==> src/rtl/hatch_pkg.sv <==
`default_nettype none
// +----------------------------------------------------------------------------+
// | Module   : hatch_pkg                                                       |
// | Brief    : Shared FSM state encoding and default sizes for hatch_arb.      |
// | Revision : 1.0                                                             |
// +----------------------------------------------------------------------------+
package hatch_pkg;

   localparam int c_dw    = 48;
   localparam int c_depth = 192;

   typedef enum logic [1:0] {
      ST_RUN   = 2'd0,
      ST_DRAIN = 2'd1,
      ST_LOAD  = 2'd2,
      ST_FLUSH = 2'd3
   } hatch_state_t;

endpackage
`default_nettype wire

==> src/rtl/hatch_arb_if.sv <==
`default_nettype none
// +----------------------------------------------------------------------------+
// | Module   : hatch_arb_if                                                    |
// | Brief    : CPU fetch, loader and memory-port signals of hatch_arb.         |
// | Revision : 1.0                                                             |
// +----------------------------------------------------------------------------+
interface hatch_arb_if
   import hatch_pkg::*;
#(
   parameter int DW = c_dw,
   parameter int AW = 8
) ();

   logic          fetch_req;
   logic [31:0]   fetch_addr;
   logic          fetch_gnt;
   logic          fetch_valid;
   logic [DW-1:0] fetch_data;
   logic          fetch_fault;
   logic          fetch_stall;
   logic          fetch_restart;

   logic          ld_req;
   logic [AW-1:0] ld_addr;
   logic [DW-1:0] ld_data;
   logic          ld_lock;
   logic          ld_gnt;

   logic          mem_en;
   logic          mem_we;
   logic [AW-1:0] mem_addr;
   logic [DW-1:0] mem_wdata;
   logic [DW-1:0] mem_rdata;

   // Arbiter side
   modport slave (
      input  fetch_req, fetch_addr, ld_req, ld_addr, ld_data, ld_lock, mem_rdata,
      output fetch_gnt, fetch_valid, fetch_data, fetch_fault, fetch_stall,
             fetch_restart, ld_gnt, mem_en, mem_we, mem_addr, mem_wdata
   );

   // CPU / loader / memory side
   modport master (
      output fetch_req, fetch_addr, ld_req, ld_addr, ld_data, ld_lock, mem_rdata,
      input  fetch_gnt, fetch_valid, fetch_data, fetch_fault, fetch_stall,
             fetch_restart, ld_gnt, mem_en, mem_we, mem_addr, mem_wdata
   );

endinterface
`default_nettype wire

==> src/rtl/hatch_burst_cnt.sv <==
`default_nettype none
// +----------------------------------------------------------------------------+
// | Module   : hatch_burst_cnt                                                 |
// | Brief    : Saturating count of consecutive loader grants.                  |
// | Revision : 1.0                                                             |
// +----------------------------------------------------------------------------+
module hatch_burst_cnt #(
   parameter int MAX_BURST = 4
) (
   input  logic clk,
   input  logic rst,
   input  logic clr,
   input  logic inc,
   output logic sat
);

   localparam int c_cw = $clog2(MAX_BURST + 1);

   logic [c_cw-1:0] r_cnt;

   always_ff @(posedge clk) begin
      if (rst || clr) begin
         r_cnt <= '0;
      end else if (inc && !sat) begin
         r_cnt <= r_cnt + c_cw'(1);
      end
   end

   assign sat = (r_cnt == c_cw'(MAX_BURST));

endmodule
`default_nettype wire

==> src/rtl/hatch_arb.sv <==
`default_nettype none
// +----------------------------------------------------------------------------+
// | Module   : hatch_arb                                                       |
// | Brief    : Instruction-memory arbiter between CPU fetch and a loader.      |
// |            Define HATCH_ARB_FAIR_EN to bound loader bursts over fetches.   |
// | Revision : 1.0                                                             |
// +----------------------------------------------------------------------------+
module hatch_arb
   import hatch_pkg::*;
#(
   parameter int DEPTH        = c_depth,
   parameter int DW           = c_dw,
   parameter int AW           = 8,
   parameter int MAX_LD_BURST = 4
) (
   input  logic       clk,
   input  logic       rst,
   hatch_arb_if.slave bus
);

   hatch_state_t r_state;
   hatch_state_t w_state_nxt;

   logic        r_fetch_valid;
   logic        r_fetch_fault;
   logic        r_rd_pending;
   logic        w_fetch_gnt;
   logic        w_ld_gnt;
   logic        w_burst_sat;
   logic        w_fetch_oob;
   logic        w_ld_oob;
   logic [31:0] w_fetch_idx;
   logic        w_unused;

   assign w_fetch_idx = {1'b0, bus.fetch_addr[31:1]};
   assign w_fetch_oob = (w_fetch_idx >= 32'(DEPTH));
   assign w_ld_oob    = (32'(bus.ld_addr) >= 32'(DEPTH));
   assign w_unused    = bus.fetch_addr[0];

`ifdef HATCH_ARB_FAIR_EN
   logic w_burst_clr;

   // Only RUN is fair; a locked loader owns the memory outright.
   assign w_burst_clr = w_fetch_gnt || !bus.fetch_req || (r_state != ST_RUN);

   hatch_burst_cnt #(
      .MAX_BURST (MAX_LD_BURST)
   ) u_burst_cnt (
      .clk (clk),
      .rst (rst),
      .clr (w_burst_clr),
      .inc (w_ld_gnt),
      .sat (w_burst_sat)
   );
`else
   localparam int c_unused_burst = MAX_LD_BURST;
   assign w_burst_sat = 1'b0;
`endif

   always_comb begin
      w_fetch_gnt = 1'b0;
      w_ld_gnt    = 1'b0;
      w_state_nxt = r_state;
      if (!rst) begin
         case (r_state)
            ST_RUN: begin
               if (bus.ld_req && !(w_burst_sat && bus.fetch_req)) begin
                  w_ld_gnt = 1'b1;
               end else if (bus.fetch_req) begin
                  w_fetch_gnt = 1'b1;
               end
               if (bus.ld_lock) begin
                  w_state_nxt = w_fetch_gnt ? ST_DRAIN : ST_LOAD;
               end
            end
            ST_DRAIN: begin
               w_ld_gnt    = bus.ld_req;
               w_state_nxt = ST_LOAD;
            end
            ST_LOAD: begin
               w_ld_gnt = bus.ld_req;
               if (!bus.ld_lock) begin
                  w_state_nxt = ST_FLUSH;
               end
            end
            default: begin
               w_state_nxt = ST_RUN;
            end
         endcase
      end
   end

   always_ff @(posedge clk) begin
      if (rst) begin
         r_state       <= ST_RUN;
         r_fetch_valid <= 1'b0;
         r_fetch_fault <= 1'b0;
         r_rd_pending  <= 1'b0;
      end else begin
         r_state       <= w_state_nxt;
         r_fetch_valid <= w_fetch_gnt;
         r_fetch_fault <= w_fetch_gnt && w_fetch_oob;
         r_rd_pending  <= w_fetch_gnt && !w_fetch_oob;
      end
   end

   // Out-of-range requests are still granted but never touch the memory.
   assign bus.fetch_gnt     = w_fetch_gnt;
   assign bus.ld_gnt        = w_ld_gnt;
   assign bus.mem_en        = (w_fetch_gnt && !w_fetch_oob) || (w_ld_gnt && !w_ld_oob);
   assign bus.mem_we        = w_ld_gnt && !w_ld_oob;
   assign bus.mem_addr      = w_ld_gnt    ? bus.ld_addr :
                              w_fetch_gnt ? w_fetch_idx[AW-1:0] : '0;
   assign bus.mem_wdata     = w_ld_gnt ? bus.ld_data : '0;
   assign bus.fetch_stall   = !rst && (r_state != ST_RUN);
   assign bus.fetch_restart = !rst && (r_state == ST_FLUSH);
   assign bus.fetch_valid   = !rst && r_fetch_valid;
   assign bus.fetch_fault   = !rst && r_fetch_fault;
   assign bus.fetch_data    = (!rst && r_rd_pending) ? bus.mem_rdata : '0;

endmodule
`default_nettype wire

==> src/flat_wrapper.sv <==
// flat-port wrapper written by rule: the top's interface ports become plain ports
module hatch_arb_flat import hatch_pkg::*;
#(
   parameter int DEPTH        = c_depth,
   parameter int DW           = c_dw,
   parameter int AW           = 8,
   parameter int MAX_LD_BURST = 4
)
  (clk, rst, bus_fetch_req, bus_fetch_addr, bus_ld_req, bus_ld_addr, bus_ld_data, bus_ld_lock, bus_mem_rdata, bus_fetch_gnt, bus_fetch_valid, bus_fetch_data, bus_fetch_fault, bus_fetch_stall, bus_fetch_restart, bus_ld_gnt, bus_mem_en, bus_mem_we, bus_mem_addr, bus_mem_wdata);
  hatch_arb_if #(.DW(DW), .AW(AW)) bus_i ();
  input  logic clk;
  input  logic rst;
  input wire logic [$bits(bus_i.fetch_req)-1:0] bus_fetch_req;
  input wire logic [$bits(bus_i.fetch_addr)-1:0] bus_fetch_addr;
  input wire logic [$bits(bus_i.ld_req)-1:0] bus_ld_req;
  input wire logic [$bits(bus_i.ld_addr)-1:0] bus_ld_addr;
  input wire logic [$bits(bus_i.ld_data)-1:0] bus_ld_data;
  input wire logic [$bits(bus_i.ld_lock)-1:0] bus_ld_lock;
  input wire logic [$bits(bus_i.mem_rdata)-1:0] bus_mem_rdata;
  output wire logic [$bits(bus_i.fetch_gnt)-1:0] bus_fetch_gnt;
  output wire logic [$bits(bus_i.fetch_valid)-1:0] bus_fetch_valid;
  output wire logic [$bits(bus_i.fetch_data)-1:0] bus_fetch_data;
  output wire logic [$bits(bus_i.fetch_fault)-1:0] bus_fetch_fault;
  output wire logic [$bits(bus_i.fetch_stall)-1:0] bus_fetch_stall;
  output wire logic [$bits(bus_i.fetch_restart)-1:0] bus_fetch_restart;
  output wire logic [$bits(bus_i.ld_gnt)-1:0] bus_ld_gnt;
  output wire logic [$bits(bus_i.mem_en)-1:0] bus_mem_en;
  output wire logic [$bits(bus_i.mem_we)-1:0] bus_mem_we;
  output wire logic [$bits(bus_i.mem_addr)-1:0] bus_mem_addr;
  output wire logic [$bits(bus_i.mem_wdata)-1:0] bus_mem_wdata;
  assign bus_i.fetch_req = bus_fetch_req;
  assign bus_i.fetch_addr = bus_fetch_addr;
  assign bus_i.ld_req = bus_ld_req;
  assign bus_i.ld_addr = bus_ld_addr;
  assign bus_i.ld_data = bus_ld_data;
  assign bus_i.ld_lock = bus_ld_lock;
  assign bus_i.mem_rdata = bus_mem_rdata;
  assign bus_fetch_gnt = bus_i.fetch_gnt;
  assign bus_fetch_valid = bus_i.fetch_valid;
  assign bus_fetch_data = bus_i.fetch_data;
  assign bus_fetch_fault = bus_i.fetch_fault;
  assign bus_fetch_stall = bus_i.fetch_stall;
  assign bus_fetch_restart = bus_i.fetch_restart;
  assign bus_ld_gnt = bus_i.ld_gnt;
  assign bus_mem_en = bus_i.mem_en;
  assign bus_mem_we = bus_i.mem_we;
  assign bus_mem_addr = bus_i.mem_addr;
  assign bus_mem_wdata = bus_i.mem_wdata;
  hatch_arb #(.DEPTH(DEPTH), .DW(DW), .AW(AW), .MAX_LD_BURST(MAX_LD_BURST)) u_core (.clk(clk), .rst(rst), .bus(bus_i));
endmodule
==> config.mk <==
export PLATFORM = sky130hd
export DESIGN_NAME = hatch_arb_flat
export DESIGN_NICKNAME = d
export VERILOG_FILES = /design/src/rtl/hatch_pkg.sv /design/src/rtl/hatch_arb_if.sv /design/src/rtl/hatch_burst_cnt.sv /design/src/rtl/hatch_arb.sv /design/src/flat_wrapper.sv
export SDC_FILE = /design/constraint.sdc
export NUM_CORES = 1
export LEC_CHECK = 0
export BUFFER_PORTS_ARGS = -buffer_cell sky130_fd_sc_hd__buf_4
export CAP_MARGIN = 20
export CORE_AREA = 3 3 97 99
export DETAILED_ROUTE_END_ITERATION = 10
export DIE_AREA = 0 0 100 102
export PLACE_DENSITY = 0.53
export SYNTH_ARGS = -nofsm -noshare
export SYNTH_HDL_FRONTEND = slang
export SYNTH_SLANG_ARGS = --single-unit
==> constraint.sdc <==
create_clock -name clk -period 2.4 [get_ports clk]
set_clock_uncertainty 0.05 [all_clocks]
set_input_delay 0.48 -clock clk [delete_from_list [all_inputs] [get_ports clk]]
set_output_delay 0.48 -clock clk [all_outputs]
set_load 0.02 [all_outputs]
Yosys cells after proc, flatten, opt, wreduce, memory -nomap -nowiden
Cells that the tools add are included.
Operators by class
  magnitude comparators: 2
  equal/unequal tests: 5
  muxes and demuxes: 17
  reduce and logical (&&, ||, !) cells: 16
Operators with widths (count)
  2-to-1 mux 48 bit: 2
  greater-or-equal comparator 31 x 8 -> 1 bit, second input constant: 1
  2-to-1 mux 8 bit: 2
  greater-or-equal comparator 8 bit, second input constant: 1
  logical AND 1 bit: 8
  2-to-1 mux 1 bit: 8
  2-to-1 mux 2 bit: 3
  case mux 2 bit (3 select lines): 1
  == test 2 bit, second input constant: 2
  != test 2 bit, second input constant: 2
  zero test 1 bit: 3
  == test 2 x 1 -> 1 bit, second input constant: 1
  zero test 2 bit: 1
  case mux 1 bit (2 select lines): 1
  AND reduction 2 bit: 1
  nonzero test 2 bit: 1
  OR reduction 2 bit: 1
  logical OR 1 bit: 1
Word-level totals
  bits in registers: 5
  input port bits: 141
  logic and storage cells: 44

Depth between registers and ports, before layout
  depth in word-level cells: 8
  gate-level depth with buffers: 6
  mapped depth without buffers: 6

Worst setup path before layout
No wires, ideal clock.
  path type: flip-flop to output port
  from: reg u_core.r_state[0]
  to: out bus_mem_en
  data arrival time: 1.619 ns
  required time: 1.870 ns
  slack: 0.251 ns
  stages on the path, launching flop included: 5
  path buffers: 0
  path through: dfxtp_1 ha_1 nor3b_2 a21boi_0 or2_1
On the way
  cells in the longest elaborated chain, start to end: 6
  elaborated cells between the ends (all ways): 11
  those cells by class: 2 x eq/ne; 4 x mux; 5 x reduce/logical
Ends and longest elaborated chain
  from (decl): line hatch_arb.sv:21  | hatch_state_t r_state;
  from (signal assigned): line hatch_arb.sv:100  | r_state <= w_state_nxt;
  == test 2 x 1 -> 1 bit / == test 2 bit (equally long branches): line hatch_arb.sv:65  | case (r_state)
  OR reduction 2 bit (no source line)
  case mux 1 bit (2 select lines) *: line hatch_arb.sv:65
  2-to-1 mux 1 bit *: line hatch_arb.sv:64  | if (!rst) begin
  logical AND 1 bit *
  named net bus_mem_we: line flat_wrapper.sv:28  | output wire logic [$bits(bus_i.mem_we)-1:0] bus_mem_we;
  logical OR 1 bit *: line hatch_arb.sv:110  | assign bus.mem_en = (w_fetch_gnt && !w_fetch_oob) || (w_ld_gnt && !w_ld_oob);
  to (decl): line flat_wrapper.sv:27  | output wire logic [$bits(bus_i.mem_en)-1:0] bus_mem_en;
Mark *: on every way through the listed nets, which the timed path passes. The rest lies on a longest branch.

Final worst setup path
  from: reg u_core.r_state[1]
  to: out bus_mem_addr[3]
On the way
  cells in the longest elaborated chain, start to end: 5
  elaborated cells between the ends (all ways): 10
  those cells by class: 2 x eq/ne; 6 x mux; 2 x reduce/logical
Ends and longest elaborated chain
  == test 2 x 1 -> 1 bit (tied with other cells): line hatch_arb.sv:65
  OR reduction 2 bit (no source line) / 2-to-1 mux 1 bit (equally long branches)
  case mux 1 bit (2 select lines) / 2-to-1 mux 1 bit (equally long branches): line hatch_arb.sv:65, hatch_arb.sv:64
  2-to-1 mux 1 bit / 2-to-1 mux 8 bit (equally long branches): line hatch_arb.sv:64, hatch_arb.sv:113
  2-to-1 mux 8 bit *: line hatch_arb.sv:112  | assign bus.mem_addr = w_ld_gnt ? bus.ld_addr :
  to (decl): line flat_wrapper.sv:29  | output wire logic [$bits(bus_i.mem_addr)-1:0] bus_mem_addr;
Every way passes the cells marked *; elsewhere a longest branch is shown, timed or not.

==> flow_summary.yaml <==
run_status:
  status: "finished clean"
global_routing:
  grt_pass1_vias: 1905
  overflow: 0
  grt_max_degree: 49
  grtUsageTotal_pct: 11.8
  antenna_found_initial: 0
  grt_pass1_wl_um: 9740
critical_path:
  path_class: "flip-flop to primary output"
  cp.required_ps: 1870
  rr_worst_depth: 5
  reg2reg_to: "u_core.r_state[1]$_SDFFE_PP0P_"
  slowest_delay_ps: 380
  cp-start-kind: "flip-flop"
  cp-end-kind: "primary output"
  rrSetupSlack_ps: 860
  critPathSlowestCell: "dfxtp_1"
  r2r_start: "u_core.r_state[1]$_SDFFE_PP0P_"
  cp_max_fo: 9
  crit_buf_inv: 3
  crit_chain: "inv_1, ha_2, nand3b_1, or2_4, clkinv_2, a22o_1, buf_4"
  critPathArrivalTime_ps: 1700
  cpLargestDelayFamily: "buffers and inverters"
timing:
  rsz0062_at_grt: "no"
  slew_violations: 0
  tns_ps: 0
  hold_ws_ps: 468
  max_freq_ghz: 0.448
  max-slew-margin-rel_pct: 77.5
  tightest_slew_ps: 337
  hold_viol: 0
  min_period_ps: 2230
  setup_violations: 0
  fin_crit_sh_pct: 93.0
min_path:
  whs_path_depth: 2
  hp-class: "flip-flop to flip-flop"
  worstHoldStart: "u_core.r_state[1]$_SDFFE_PP0P_"
  hold_end: "u_core.r_state[1]$_SDFFE_PP0P_"
cts:
  cts.path.max_buffers: 2
  insertion_delay_ps: 220
  cts-buffers-inserted: 3
  cts_tree: "done"
  postCtsHoldBufs: 0
  cts_sinks: 5
  root_buffer: "clkbuf_8"
  clk_pin_slew_ps: 40
  h-tree-depth: 1
floorplan:
  coreArea_um2: 8640
  die_x_um: 100
  io_pins: 253
  rows: 34
  initial_core_util_pct: 13.0
  die_area_um2: 10200
  fp.dieH_um: 102
cells_and_area:
  post-route-util_pct: 36.8
  multi_input_area_um2: 967
  drive_above_1_share_pct: 65.5
  fill_cells: 914
  seq_area_um2: 100
  area_growth_pct: 183
  nets: 555
  diodes: 0
pwr:
  intPower_mw: 0.543
  pwr-share-seq_pct: 13.6
  p_sw_share_pct: 36.9
  vdd_drop_max_uv: 241
  combPwrFrac_pct: 68.3
  power_density_nw_per_um2: 271
  clkPwrFrac_pct: 18.1
  p_switching_mw: 0.318
  p_leak_nw: 1.79
drt:
  avgRoutedWirePerCell_um: 13.2
  wl_um: 6830
  via_count: 1961
  viasPerCell: 3.79
  drc: 0
  drtAntennaViolNets: 0
  first_iter_violations: 22
  drtPass1Iterations: 4
synth:
  synth_area_leaders: "and2_1, dfxtp_1, a22o_1, ha_1, nor4_2"
  synth_cells: 161
  synth-seq-area-share_pct: 8.90
  syn_area_um2: 1120
  yosys.area.top_type_share_pct: 53.4
  postSynthAreaPerCell_um2: 6.99
  synth.distinct_cells: 29
  synth_top_cell_by_area: "and2_1"
  synth_seq_cells: 5
  synthesis.nets: 306
  yosysWarnings: 0
placement:
  hpwl_um: 6130
  gp_congestion: 0.836
  io_buffers: 251
job:
  maxCapViolations: 0
-- through the flow --
stage	total power, mW	cells	worst slack (ps)	instance area, µm²
final	0.861	517	169	3180
after global routing	0.934	517	29.0	3180
after global placement	0.699	512	165	3120
after floorplan	0.381	161	251	1120
after CTS	0.869	516	126	3170
after detailed placement	0.703	512	164	3120
-- cells by family (layout without fill, tap and decap cells) --
kind of cell               after synthesis  in the layout  share of synthesized area, %
AOI/OAI and AO/OA                       13             13                          8.90
DFF                                      5              5                          8.90
and+or+nand+nor                        123            123                          70.9
adders and majority gates                4              4                          4.45
buffers and inverters                   15            263                          5.90
muxes                                    1              1                          1.00
-- worst min-delay path: cells and delay by family, from the launching register on --
family           cells  cell delay, ps
AO/OA/AOI/OAI        1              60
flip-flops           1             340
AND/OR/NAND/NOR      1              70
-- sequential cells by signal, indices dropped and copies added (netlist names) --
register and count:
u_core.r_fetch_fault 1, u_core.r_state 2, u_core.r_fetch_valid 1, u_core.r_rd_pending 1
-- worst max-delay path by stage --
| stage | startpoint | to | slack, ps | cells past startpoint |
|---|---|---|---|---|
| after floorplan | u_core.r_state[0]$_SDFFE_PP0P_ | bus_mem_en | 250 | 4 |
| after global placement | bus_fetch_addr[16] | bus_mem_en | 160 | 6 |
| after detailed placement | bus_fetch_addr[16] | bus_mem_en | 160 | 6 |
| after CTS | u_core.r_state[1]$_SDFFE_PP0P_ | bus_mem_en | 130 | 7 |
| after global routing | u_core.r_state[1]$_SDFFE_PP0P_ | bus_mem_en | 30 | 7 |
| final | u_core.r_state[1]$_SDFFE_PP0P_ | bus_mem_addr[3] | 170 | 7 |
-- layout by cell type, fill, tap and decap left out, drive strengths merged --
| cell type | count |
|---|---|
| inv | 3 |
| buf | 255 |
| a22o | 8 |
| nor2b | 4 |
| and2 | 96 |
| or3 | 2 |
| ha | 4 |
| nor4 | 6 |
| nor2 | 4 |
| nand4 | 1 |
| nand2b | 2 |
| mux2 | 1 |
| nand3b | 1 |
| dfxtp | 5 |
| nand2 | 3 |
| a211oi | 1 |
| clkinv | 1 |
| nor3b | 1 |
| a21boi | 1 |
| or2 | 2 |
| nor3 | 1 |
| clkbuf | 4 |
| a21oi | 3 |
-- power groups by stage --
| stage | clock (mW) | combinational (mW) | sequential [mW] |
|---|---|---|---|
| CTS | 0.161 | 0.591 | 0.118 |
| finish | 0.156 | 0.588 | 0.117 |
| detailed placement | 0 | 0.584 | 0.119 |
| global route | 0.169 | 0.645 | 0.121 |
| floorplan | 0 | 0.266 | 0.115 |
| global placement | 0 | 0.581 | 0.118 |
-- layout make-up --
class	instances	share of cell area [%]
clock buffer	4	1.42
tap	108	4.25
inverter	4	0.512
sequential	5	3.15
timing repair buffer	255	60.2
multi-input combinational	141	30.4
-- Yosys cell counts --
cell / instances
nand4_1: 1
nor3b_2: 1
nor2b_2: 1
nor4_1: 2
inv_1: 3
or2_4: 1
nor4_2: 3
ha_1: 4
clkbuf_2: 2
nand3b_1: 1
or3_1: 2
and2_1: 96
clkinv_1: 1
nor4_4: 1
buf_2: 3
dfxtp_1: 5
nor2b_1: 3
mux2_2: 1
a211oi_1: 1
or2_1: 1
clkbuf_1: 5
a22o_1: 8
nand2_1: 3
a21boi_0: 1
buf_4: 1
nor3_1: 1
nor2_1: 4
a21oi_1: 3
nand2b_1: 2
-- what timing repair did --
action	in CTS	in global routing
cloned	0	0
gates resized for setup	2	0
setup buffers	0	1
setup endpoints to repair	9	3
pin swaps	1	1
hold endpoints to repair	0	0
-- per-layer routing --
metal | share of wire, % | routed length, µm | track usage, %
met5 | 0 | 0 | 0
met3 | 8.2 | 557 | 2.32
met1 | 36 | 2470 | 14.4
met4 | 1.3 | 88 | 2.59
met2 | 54 | 3710 | 21.3
Power figures use the tool's default switching activity.
